## src/rtl/rx_ber_monitor.sv

```systemverilog
// Bit-error-rate monitor: recovers an oversampled serial stream, locks onto a repeating
// reference pattern, counts mismatching bits and reports the pass percentage as two bytes.
module rx_ber_monitor #(
  parameter int OSR   = 10,
  parameter int PAT_W = 8,
  parameter int CNT_W = 20
) (
  input  logic             clk_i,
  input  logic             rst_i,
  input  logic             rx_bit_data_i,
  input  logic [PAT_W-1:0] pattern_i,
  input  logic [CNT_W-1:0] max_rx_count_i,
  input  logic             start_i,
  output logic             busy_o,
  output logic             rx_started_flag_o,
  output logic             bit_valid_o,
  output logic             bit_data_o,
  output logic [CNT_W-1:0] err_count_o,
  output logic [7:0]       to_uart_data_o,
  output logic             to_uart_valid_o,
  input  logic             to_uart_ready_i
);

  localparam int PH_W  = $clog2(OSR);
  localparam int IDX_W = (PAT_W > 1) ? $clog2(PAT_W) : 1;
  localparam int NUM_W = CNT_W + 7;
  localparam int DC_W  = $clog2(NUM_W);
  localparam logic [PH_W-1:0]  PH_HALF  = PH_W'(OSR / 2);
  localparam logic [PH_W-1:0]  PH_LAST  = PH_W'(OSR - 1);
  localparam logic [IDX_W-1:0] IDX_MSB  = IDX_W'(PAT_W - 1);
  localparam logic [DC_W-1:0]  DIV_LAST = DC_W'(NUM_W - 1);
  localparam logic [7:0]       HDR_BYTE = 8'hA5;

  typedef enum logic [2:0] {
    IDLE,
    HUNT,
    CHECK,
    DIVIDE,
    SEND_HDR,
    SEND_PCT
  } state_t;

  logic            sync1_q, sync2_q, prevSample_q;
  logic [PH_W-1:0] phase_q, phase_d;
  logic            bitValid_q, bitData_q;
  logic            edgeSeen;

  assign edgeSeen = sync2_q ^ prevSample_q;

  always_comb begin
    phase_d = phase_q + PH_W'(1);
    if (edgeSeen) begin
      phase_d = PH_W'(1);
    end else if (phase_q == PH_LAST) begin
      phase_d = '0;
    end
  end

  // Recovery never stops; each sample lands OSR/2 cycles after the last observed edge.
  always_ff @(posedge clk_i) begin
    if (rst_i) begin
      sync1_q      <= 1'b0;
      sync2_q      <= 1'b0;
      prevSample_q <= 1'b0;
      phase_q      <= '0;
      bitValid_q   <= 1'b0;
      bitData_q    <= 1'b0;
    end else begin
      sync1_q      <= rx_bit_data_i;
      sync2_q      <= sync1_q;
      prevSample_q <= sync2_q;
      phase_q      <= phase_d;
      bitValid_q   <= (phase_q == PH_HALF);
      if (phase_q == PH_HALF) begin
        bitData_q <= sync2_q;
      end
    end
  end

  state_t             state_q, state_d;
  logic [PAT_W-1:0]   patLatch_q, patLatch_d;
  logic [PAT_W-1:0]   shift_q, shift_d, shiftNext;
  logic [CNT_W-1:0]   maxCnt_q, maxCnt_d;
  logic [CNT_W-1:0]   errCnt_q, errCnt_d;
  logic [CNT_W-1:0]   bitCnt_q, bitCnt_d;
  logic [IDX_W-1:0]   expIdx_q, expIdx_d;
  logic [NUM_W-1:0]   quot_q, quot_d;
  logic [CNT_W-1:0]   rem_q, rem_d;
  logic [DC_W-1:0]    divCnt_q, divCnt_d;
  logic [CNT_W-1:0]   passCnt;
  logic [NUM_W-1:0]   numerator;
  logic [CNT_W:0]     remShift;

  assign passCnt   = maxCnt_q - errCnt_q;
  assign numerator = {7'd0, passCnt} * NUM_W'(100);
  assign remShift  = {rem_q, quot_q[NUM_W-1]};

  // The quotient register starts out holding the dividend and shifts result bits in as it empties.
  always_comb begin
    state_d    = state_q;
    patLatch_d = patLatch_q;
    shift_d    = shift_q;
    shiftNext  = {shift_q[PAT_W-2:0], bitData_q};
    maxCnt_d   = maxCnt_q;
    errCnt_d   = errCnt_q;
    bitCnt_d   = bitCnt_q;
    expIdx_d   = expIdx_q;
    quot_d     = quot_q;
    rem_d      = rem_q;
    divCnt_d   = divCnt_q;
    case (state_q)
      IDLE: begin
        if (start_i && (max_rx_count_i != '0)) begin
          patLatch_d = pattern_i;
          maxCnt_d   = max_rx_count_i;
          errCnt_d   = '0;
          bitCnt_d   = '0;
          shift_d    = '0;
          state_d    = HUNT;
        end
      end
      HUNT: begin
        if (bitValid_q) begin
          shift_d = shiftNext;
          if (shiftNext == patLatch_q) begin
            expIdx_d = IDX_MSB;
            state_d  = CHECK;
          end
        end
      end
      CHECK: begin
        if (bitCnt_q == maxCnt_q) begin
          quot_d   = numerator;
          rem_d    = '0;
          divCnt_d = '0;
          state_d  = DIVIDE;
        end else if (bitValid_q) begin
          bitCnt_d = bitCnt_q + CNT_W'(1);
          if (bitData_q != patLatch_q[expIdx_q]) begin
            errCnt_d = errCnt_q + CNT_W'(1);
          end
          expIdx_d = (expIdx_q == '0) ? IDX_MSB : expIdx_q - IDX_W'(1);
        end
      end
      DIVIDE: begin
        if (remShift >= {1'b0, maxCnt_q}) begin
          rem_d  = remShift[CNT_W-1:0] - maxCnt_q;
          quot_d = {quot_q[NUM_W-2:0], 1'b1};
        end else begin
          rem_d  = remShift[CNT_W-1:0];
          quot_d = {quot_q[NUM_W-2:0], 1'b0};
        end
        divCnt_d = divCnt_q + DC_W'(1);
        if (divCnt_q == DIV_LAST) begin
          state_d = SEND_HDR;
        end
      end
      SEND_HDR: begin
        if (to_uart_ready_i) begin
          state_d = SEND_PCT;
        end
      end
      SEND_PCT: begin
        if (to_uart_ready_i) begin
          state_d = IDLE;
        end
      end
      default: state_d = IDLE;
    endcase
  end

  always_ff @(posedge clk_i) begin
    if (rst_i) begin
      state_q    <= IDLE;
      patLatch_q <= '0;
      shift_q    <= '0;
      maxCnt_q   <= '0;
      errCnt_q   <= '0;
      bitCnt_q   <= '0;
      expIdx_q   <= '0;
      quot_q     <= '0;
      rem_q      <= '0;
      divCnt_q   <= '0;
    end else begin
      state_q    <= state_d;
      patLatch_q <= patLatch_d;
      shift_q    <= shift_d;
      maxCnt_q   <= maxCnt_d;
      errCnt_q   <= errCnt_d;
      bitCnt_q   <= bitCnt_d;
      expIdx_q   <= expIdx_d;
      quot_q     <= quot_d;
      rem_q      <= rem_d;
      divCnt_q   <= divCnt_d;
    end
  end

  assign busy_o            = (state_q != IDLE);
  assign rx_started_flag_o = state_q inside {CHECK, DIVIDE, SEND_HDR, SEND_PCT};
  assign bit_valid_o       = bitValid_q;
  assign bit_data_o        = bitData_q;
  assign err_count_o       = errCnt_q;
  assign to_uart_valid_o   = (state_q == SEND_HDR) || (state_q == SEND_PCT);
  assign to_uart_data_o    = (state_q == SEND_HDR) ? HDR_BYTE :
                             (state_q == SEND_PCT) ? quot_q[7:0] : 8'h00;

endmodule

```

## config.mk

```make
export PLATFORM = sky130hd
export DESIGN_NAME = rx_ber_monitor
export DESIGN_NICKNAME = d
export VERILOG_FILES = /design/src/rtl/rx_ber_monitor.sv
export SDC_FILE = /design/constraint.sdc
export NUM_CORES = 1
export LEC_CHECK = 0
export ABC_AREA = 1
export CORE_ASPECT_RATIO = 1.1
export CORE_MARGIN = 3
export CORE_UTILIZATION = 55
export DETAILED_ROUTE_END_ITERATION = 10
export GPL_TIMING_DRIVEN = 0
export PLACE_DENSITY = 0.74
export SYNTH_ARGS = -nofsm -noshare
export SYNTH_HDL_FRONTEND = slang
export SYNTH_SLANG_ARGS = --single-unit
```

## constraint.sdc

```tcl
create_clock -name clk_i -period 5.5 [get_ports clk_i]
set_input_delay 0.55 -clock clk_i [delete_from_list [all_inputs] [get_ports clk_i]]
set_output_delay 0.55 -clock clk_i [all_outputs]
set_load 0.05 [all_outputs]
```

# After elaboration in Yosys (flattened, before gate mapping)

Index checks and enable logic that the tools add are counted.

Bits in registers: 142
Input bits: 33
Output and inout port bits: 33

Add/subtract/negate cells: 7
$mul: 1
Magnitude comparators: 2
Equal/unequal tests: 21
Multiplexer cells: 39
Bitwise operators: 1
Reductions and logical operators: 19

Operator list:

| cell                                                                   | count |
|---|---|
| 20-bit 2-to-1 mux                                                      | 8 |
| 20-bit one-hot mux with 2 select lines                                 | 3 |
| 27-bit one-hot mux with 2 select lines                                 | 1 |
| 20-bit by 1-bit adder with 20-bit output (second input constant)       | 2 |
| 20-bit subtractor                                                      | 2 |
| 3-bit 2-to-1 mux                                                       | 12 |
| 27-bit 2-to-1 mux                                                      | 1 |
| 20-bit by 5-bit multiplier with 25-bit output (second input constant)  | 1 |
| 21-bit by 20-bit greater-or-equal comparator with 1-bit output         | 1 |
| 20-bit equality test                                                   | 1 |
| 2-bit != test (second input constant)                                  | 10 |
| 20-bit nonzero test                                                    | 1 |
| 3-bit one-hot mux with 6 select lines                                  | 1 |
| 8-bit 2-to-1 mux                                                       | 2 |
| 7-bit 2-to-1 mux                                                       | 2 |
| 7-bit one-hot mux with 2 select lines                                  | 1 |
| 5-bit one-hot mux with 2 select lines                                  | 1 |
| 5-bit AND reduction                                                    | 2 |
| 8-bit equality test                                                    | 1 |
| 2-bit nonzero test                                                     | 4 |
| 7-bit AND reduction                                                    | 1 |
| 3-bit by 2-bit equality test with 1-bit output (second input constant) | 2 |
| 3-bit equality test (second input constant)                            | 2 |
| 3-bit logical NOT                                                      | 2 |
| 22 further kinds                                                       | 26 |

# Depth between registers and ports, before layout

Gate-level depths: netlist of run 1.

Depth in word-level cells: 7
Depth in mapped cells: 30
Mapped depth without buffers: 30

# Least setup slack after synthesis of run 1

No wires, ideal clock.

Kind: register to register
From: register errCnt_q[0] (netlist: err_count_o[0])
To: register quot_q[24]
Setup time: 0.128 ns
Arrival time: 4.494 ns
Required time: 5.372 ns
Setup slack: 0.879 ns
Cell stages (with the launch flop): 24
Buffers on the path: 0
Clock period less this slack: 4.621 ns
Cells stage by stage: dfxtp_1 > ha_1 > inv_1 > fa_1 > nand3_1 > nand3_1 > nand3_1 > nand3_1 > a31oi_1 > xor2_1 > ha_1 > ha_1 > inv_1 > fa_1 > inv_1 > ha_1 > a21oi_1 > nor2_1 > nor3_1 > nand2_1 > nand2_1 > a21oi_1 > nor2_1 > nor2_1

Cells in the longest elaborated chain, start to end: 4

Ends and longest elaborated chain:

| element                                       | line | RTL |
|---|---|---|
| from (decl)                                   | 84   | `logic [CNT_W-1:0] errCnt_q, errCnt_d;` |
| from (signal assigned)                        | 189  | `errCnt_q <= errCnt_d;` |
| 20-bit subtractor                             | 94   | `assign passCnt = maxCnt_q - errCnt_q;` |
| 20-bit by 5-bit multiplier with 25-bit output | 95   | `assign numerator = {7'd0, passCnt} * NUM_W'(100);` |
| 27-bit 2-to-1 mux                             | 132  | `if (bitCnt_q == maxCnt_q) begin` |
| 27-bit one-hot mux with 2 select lines        | 111  | `case (state_q)` |
| to (signal assigned)                          | 192  | `quot_q <= quot_d;` |
| to (decl)                                     | 87   | `logic [NUM_W-1:0] quot_q, quot_d;` |

Every way passes these cells. The select of a mux whose other input is x is not followed.
A chain may end at the register's enable or synchronous reset.

# Worst setup path after layout of run 1

Same ends and word-level chain as after synthesis.

==> reports/qor.txt, run 1 <==
status = complete, no violations
Post-Synth Adder-Cell Area = 13.9%
Initial Util = 56.1%
fmax = 0.196 GHz
Synth Area in Simple Gates = 35.1%
Hold-fix buffers, CTS = 0
die height = 164 um
Skew-Pair Late Insertion Delay = 0.45 ns
critical path launch point type = flop
Starting DRT DRC Count = 994
Syn Std Cell Area = 0.0124 mm^2
Row Count = 57
Worst path most repeated cell = nand3_1
routed vias = 12900
Worst R2R Setup Slack = 0.39 ns
largest area contributor in the netlist = dfxtp_1
share of the synthesized area in the top cell type = 22.8%
Tightest Hold Check Type = flop to flop
post-route ant nets = 0
Synth Area in XOR/XNOR = 5.91%
Compound-Gate Fraction of Synth Area = 10.9%
CP max FO = 7
fin cells = 2397
max-slew violations = 0
clock transition at the registers of the reported paths = 0.07 ns
# diodes = 0
largest family of logic cells by synthesized area = simple AND/OR/NAND/NOR gates
fin nets = 2250
hold worst-path end = sync2_q
reg-to-reg startpoint = err_count_o[0]
mux share of post-synthesis cell area = 0%
CP max-delay cell = fa_1
library cells used by synthesis = 42
drt pass-1 iters = 6
worst r2r path cells = 22
crit-path cells = ha_1 > inv_1 > fa_1 > nand3_1 > nand3_1 > nand3_1 > nand3_1 > a31oi_1 > xor2_1 > ha_1 > ha_1 > inv_1 > fa_1 > inv_1 > ha_1 > a21oi_1 > nor2_1 > nor3_1 > nand3_1 > a21oi_1 > nor2_1 > nor2_1
Yosys reg bits = 142
sequential area share after synthesis = 22.8%
GPL Wtd Cong = 0.987
M2 GR Usage = 53.1%
I/O Buffers = 64
drt drc = 0
grt total ovfl = 0
WHS Path Cells = 2
largest net degree at the start of global routing = 17
Fill cells = 2178
largest cells by area after synthesis = dfxtp_1 (23%), nand2_1 (18%), ha_1 (11%)
Slew headroom = 33.1%
grt peak-use layer = met2
layout cells sized above 1 = 4.28%
Routed WL = 38.5 mm
critical path arrival = 5.47 ns
Syn. warnings = 0
FF-to-FF End = quot_q[24]
Syn-to-layout area delta = 12.7%
# clock sinks = 142
Wirelength per Cell = 16.1 um
cell count after placement = 2365
Clock Skew = 0.0218 ns
DR vias/cell = 5.40
register area = 0.00284 mm^2
minimum clock period = 5.11 ns
first-pass GRT wire length = 61.7 mm
actual slew at the worst max-slew pin = 1.00 ns
GRT Total Usage = 31.5%
met1 global-route usage = 41.0%
period utilization = 92.9%
CTS tree = done
Max Cap Viol = 0
Syn Nets = 2167
Final Core Density = 63.2%
final hold violations = 0
TritonCTS Buffers = 17
area of the multi-input gates = 0.00820 mm^2
CORE AREA = 0.0222 mm^2
vias in the first global route = 12100
Setup TNS = 0 ns
clk root buf = clkbuf_16
CP required = 5.86 ns
CTS Buffer Depth = 2
Hold Crit Start = sync1_q
crit end category = flop
initial antenna violation count = 0
final setup fails = 0
crit-path max cell delay = 0.53 ns
die width = 149 um
met3 usage = 4.39%
Gate Count Post-Synth = 2006
I/O Pins = 66
synthesized area per cell = 6.20 um^2
crit path kind = flop to flop
RSZ-0062 raised after global routing = no
full die area = 0.0245 mm^2
dpl hpwl = 30.7 mm
H-tree depth = 4
-- metrics by stage --
step	area (um^2)	worst slack [ns]	hold slack, ns
after global placement	13500	0.316	0.395
after CTS	14000	0.298	0.410
after global routing	14000	0.00904	0.434
after detailed placement	13500	0.317	0.399
after floorplan	12400	0.879	0.388
final	14000	0.391	0.406
-- cell usage after synthesis, drive strengths merged --
cell    number
xnor2       28
a21oi      182
nand3b      22
nand4       45
a211oi       1
o21a         7
or2          7
o21ai       56
o31ai        1
a221oi       1
a21o         4
o211ai       1
nand2      591
dfxtp      142
nor2       208
nand3      133
a31oi        3
xor2        56
buf         28
inv        299
nor3        20
clkinv       2
nor4         3
o21bai       4
fa          17
and2         1
a22oi        1
clkbuf      29
ha         111
nor3b        3
-- worst max path at each step --
stage	start	endpoint	depth (start not counted)
after detailed placement	err_count_o[0]	quot_q[25]	23
after floorplan	err_count_o[0]	quot_q[24]	23
after CTS	err_count_o[0]	quot_q[24]	22
final	err_count_o[0]	quot_q[24]	22
after global routing	err_count_o[0]	quot_q[26]	25
after global placement	err_count_o[0]	quot_q[26]	25
-- sequential cells by signal, indices dropped and copies added (netlist names) --
name	cells
bitCnt_q	20
bit_data_o	1
bit_valid_o	1
divCnt_q	5
err_count_o	20
expIdx_q	3
maxCnt_q	20
patLatch_q	8
phase_q	4
prevSample_q	1
quot_q	27
rem_q	20
shift_q	7
state_q	3
sync1_q	1
sync2_q	1
-- routing by layer --
layer,share of wire [%],vias up
li1,-,6559
met2,46,408
met5,0,-
met3,5.7,88
met4,3.4,0
met1,45,5889
-- cell families after synthesis --
kind of cell             count (synthesis)
AND/OR/NAND/NOR                       1033
buffers and inverters                  358
AO/OA/AOI/OAI                          261
flip-flops                             142
adder cells (fa/ha/maj)                128
XOR/XNOR                                84
-- cell type report --
| cell class | instances | area share (%) |
|---|---|---|
| well taps | 295 | 2.63 |
| multi-input cells | 1506 | 58.5 |
| flip-flops and latches | 142 | 20.3 |
| plain buffers | 57 | 1.95 |
| clock inverters | 15 | 1.02 |
| clock buffers | 17 | 3.03 |
| inverters | 301 | 8.06 |
| repair buffers | 64 | 4.57 |
-- worst max-delay path: cells and delay by family, from the launching register on --
family / cells / cell delay [ns]
AND/OR/NAND/NOR: 9 / 1.15
flip-flops: 1 / 0.46
AO/OA/AOI/OAI: 3 / 0.79
adder cells (fa/ha/maj): 6 / 2.15
buffers and inverters: 3 / 0.17
XOR/XNOR: 1 / 0.31
-- cell usage in the layout (no fill, tap or decap), drive strengths merged --
cell type | Yosys | final
a211oi | 1 | 1
a21o | 4 | 4
a21oi | 182 | 182
a221oi | 1 | 1
a22oi | 1 | 1
a31oi | 3 | 3
and2 | 1 | 1
buf | 28 | 28
clkbuf | 29 | 46
clkdlybuf4s50 | 0 | 64
clkinv | 2 | 6
clkinvlp | 0 | 2
dfxtp | 142 | 142
fa | 17 | 17
ha | 111 | 111
inv | 299 | 308
nand2 | 591 | 591
nand3 | 133 | 133
nand3b | 22 | 22
nand4 | 45 | 45
nor2 | 208 | 208
nor3 | 20 | 20
nor3b | 3 | 3
nor4 | 3 | 3
o211ai | 1 | 1
o21a | 7 | 7
o21ai | 56 | 56
o21bai | 4 | 4
o31ai | 1 | 1
or2 | 7 | 7
xnor2 | 28 | 28
xor2 | 56 | 56
-- what timing repair did --
| action | in CTS | in global routing |
|---|---|---|
| setup buffers | 0 | 0 |
| setup endpoints to repair | 0 | 4 |
| resized for setup | 0 | 3 |
Power of run 1 is left out: the tool's default activity adds up to more than one toggle a clock period on the data nets, which glitch-free logic cannot reach.
==> run 2, diff against run 1 <==
--- a/config.mk
+++ b/config.mk
@@ -12,6 +12,7 @@
 export DETAILED_ROUTE_END_ITERATION = 10
 export GPL_TIMING_DRIVEN = 0
 export PLACE_DENSITY = 0.74
+export SLEW_MARGIN = 30
 export SYNTH_ARGS = -nofsm -noshare
 export SYNTH_HDL_FRONTEND = slang
 export SYNTH_SLANG_ARGS = --single-unit
==> results of run 2 <==
The final DEF is identical to that of run 1; final timing and power are the same.
Power of run 2 is left out for the same reason.
==> run 3, diff against run 2 <==
--- a/config.mk
+++ b/config.mk
@@ -10,8 +10,8 @@
 export CORE_MARGIN = 3
 export CORE_UTILIZATION = 55
 export DETAILED_ROUTE_END_ITERATION = 10
-export GPL_TIMING_DRIVEN = 0
 export PLACE_DENSITY = 0.74
+export RECOVER_POWER = 50
 export SLEW_MARGIN = 30
 export SYNTH_ARGS = -nofsm -noshare
 export SYNTH_HDL_FRONTEND = slang
==> reports/qor.txt, run 3 (synthesized netlist as in run 1, its figures left out) <==
status = complete, but fails checks
failing checks = capacitance limit, slew limit
largest net degree at the start of global routing = 87
FF-to-FF End = quot_q[14]
Routed WL = 35.9 mm
WL met2 = 17.4 mm
Initial Util = 56.1%
H-tree depth = 4
Hold Crit Start = sync1_q
GRT Total Usage = 29.7%
RSZ-0062 raised after global routing = no
grt total ovfl = 0
clk root buf = clkbuf_16
Wirelength per Cell = 15.3 um
fmax = 0.197 GHz
# clock sinks = 142
final hold violations = 0
TritonCTS Buffers = 17
crit path kind = flop to flop
die height = 164 um
commonest non-fill, non-tap cell in the layout = nand2_1
I/O Pins = 66
Starting DRT DRC Count = 980
I/O Buffers = 65
met3 wire length = 1.95 mm
reg-to-reg startpoint = err_count_o[4]
layout cells sized above 1 = 3.31%
GPL Wtd Cong = 0.993
M1 WL = 15.7 mm
Row Count = 57
Clock Skew = 0.0160 ns
routed vias = 12800
worst r2r path cells = 23
Tightest Hold Check Type = flop to flop
minimum clock period = 5.06 ns
first-pass GRT wire length = 58.8 mm
Skew-Pair Late Insertion Delay = 0.44 ns
CTS tree = done
critical path launch point type = flop
CP max FO = 5
crit end category = flop
actual slew at the worst max-slew pin = 4.33 ns
max-slew violations = 187
Syn-to-layout area delta = 11.3%
period utilization = 92.1%
Worst R2R Setup Slack = 0.44 ns
final setup fails = 0
DR vias/cell = 5.44
max FFs per register = 27
Highest Signal Layer = met4
full die area = 0.0245 mm^2
dpl hpwl = 27.2 mm
drt pass-1 iters = 7
Hold-fix buffers, CTS = 0
# diodes = 0
WHS Path Cells = 2
most frequent cells in the layout = nand2_1 (587), inv_1 (291), nor2_1 (203)
drt drc = 0
vias in the first global route = 12100
Fill cells = 2206
Setup TNS = 0 ns
clock transition at the registers of the reported paths = 0.08 ns
Reg with most FFs = quot_q
die width = 149 um
fin nets = 2204
Slew headroom = -189%
post-route ant nets = 0
hold worst-path end = sync2_q
CP required = 5.80 ns
CORE AREA = 0.0222 mm^2
Max Cap Viol = 3
initial antenna violation count = 0
CTS Buffer Depth = 2
critical path arrival = 5.36 ns
[run 3: area by class of cell]
cell class / instances / area (um^2) / share of cell area (%)
clock buffer: 17 / 425 / 3.07
clock inverter: 15 / 168 / 1.21
inverter: 301 / 1130 / 8.16
multi-input combinational: 1506 / 8200 / 59.2
sequential: 142 / 2840 / 20.5
tap: 295 / 369 / 2.67
timing repair buffer: 75 / 708 / 5.11
[run 3: how the worst max path moves through the flow]
stage	endpoint	from	cells after the start	slack (ns)
floorplan	quot_q[24]	err_count_o[0]	23	0.88
global placement	quot_q[24]	err_count_o[0]	23	0.44
detailed placement	quot_q[24]	err_count_o[0]	23	0.44
CTS	quot_q[24]	err_count_o[0]	22	0.43
global route	quot_q[24]	err_count_o[0]	23	0.05
finish	quot_q[14]	err_count_o[4]	23	0.44
[run 3: through the flow]
step                std cells  setup slack (ns)  util [%]  hold WS, ns  cell area (um^2)
floorplan                2006             0.879         -        0.388             12400
global placement         2319             0.444      59.8        0.400             13300
detailed placement       2319             0.442      59.8        0.401             13300
CTS                      2351             0.426      62.5        0.398             13900
global route             2351            0.0458      62.4        0.435             13800
finish                   2351             0.435      62.4        0.407             13800
[run 3: repair_timing]
item | 4_1_cts | 5_1_grt
setup endpoints to repair | 0 | 1
buffers inserted | 0 | 0
gates resized for setup | 0 | 1
[run 3: metal layers]
| metal | track usage, % | up-vias |
|---|---|---|
| li1 | - | 6459 |
| met4 | 9.40 | 0 |
| met2 | 52.2 | 403 |
| met5 | 0 | - |
| met1 | 38.1 | 5867 |
| met3 | 3.31 | 56 |
[run 3: critical path, stage by stage, from the launching register on]
cell,delay (ns)
dfxtp_1,0.41
inv_1,0.12
ha_1,0.39
nand2_1,0.14
nor3_1,0.24
a21oi_1,0.18
o21ai_0,0.43
xor2_1,0.38
ha_1,0.31
ha_1,0.28
inv_1,0.05
fa_1,0.49
inv_1,0.04
ha_1,0.36
nand2_1,0.14
inv_1,0.07
nand2_1,0.06
nand2_1,0.07
o21bai_1,0.20
or2_2,0.29
nand3_1,0.11
nand2_1,0.06
nand2_1,0.05
a21oi_1,0.06
Power of run 3 is left out for the same reason.
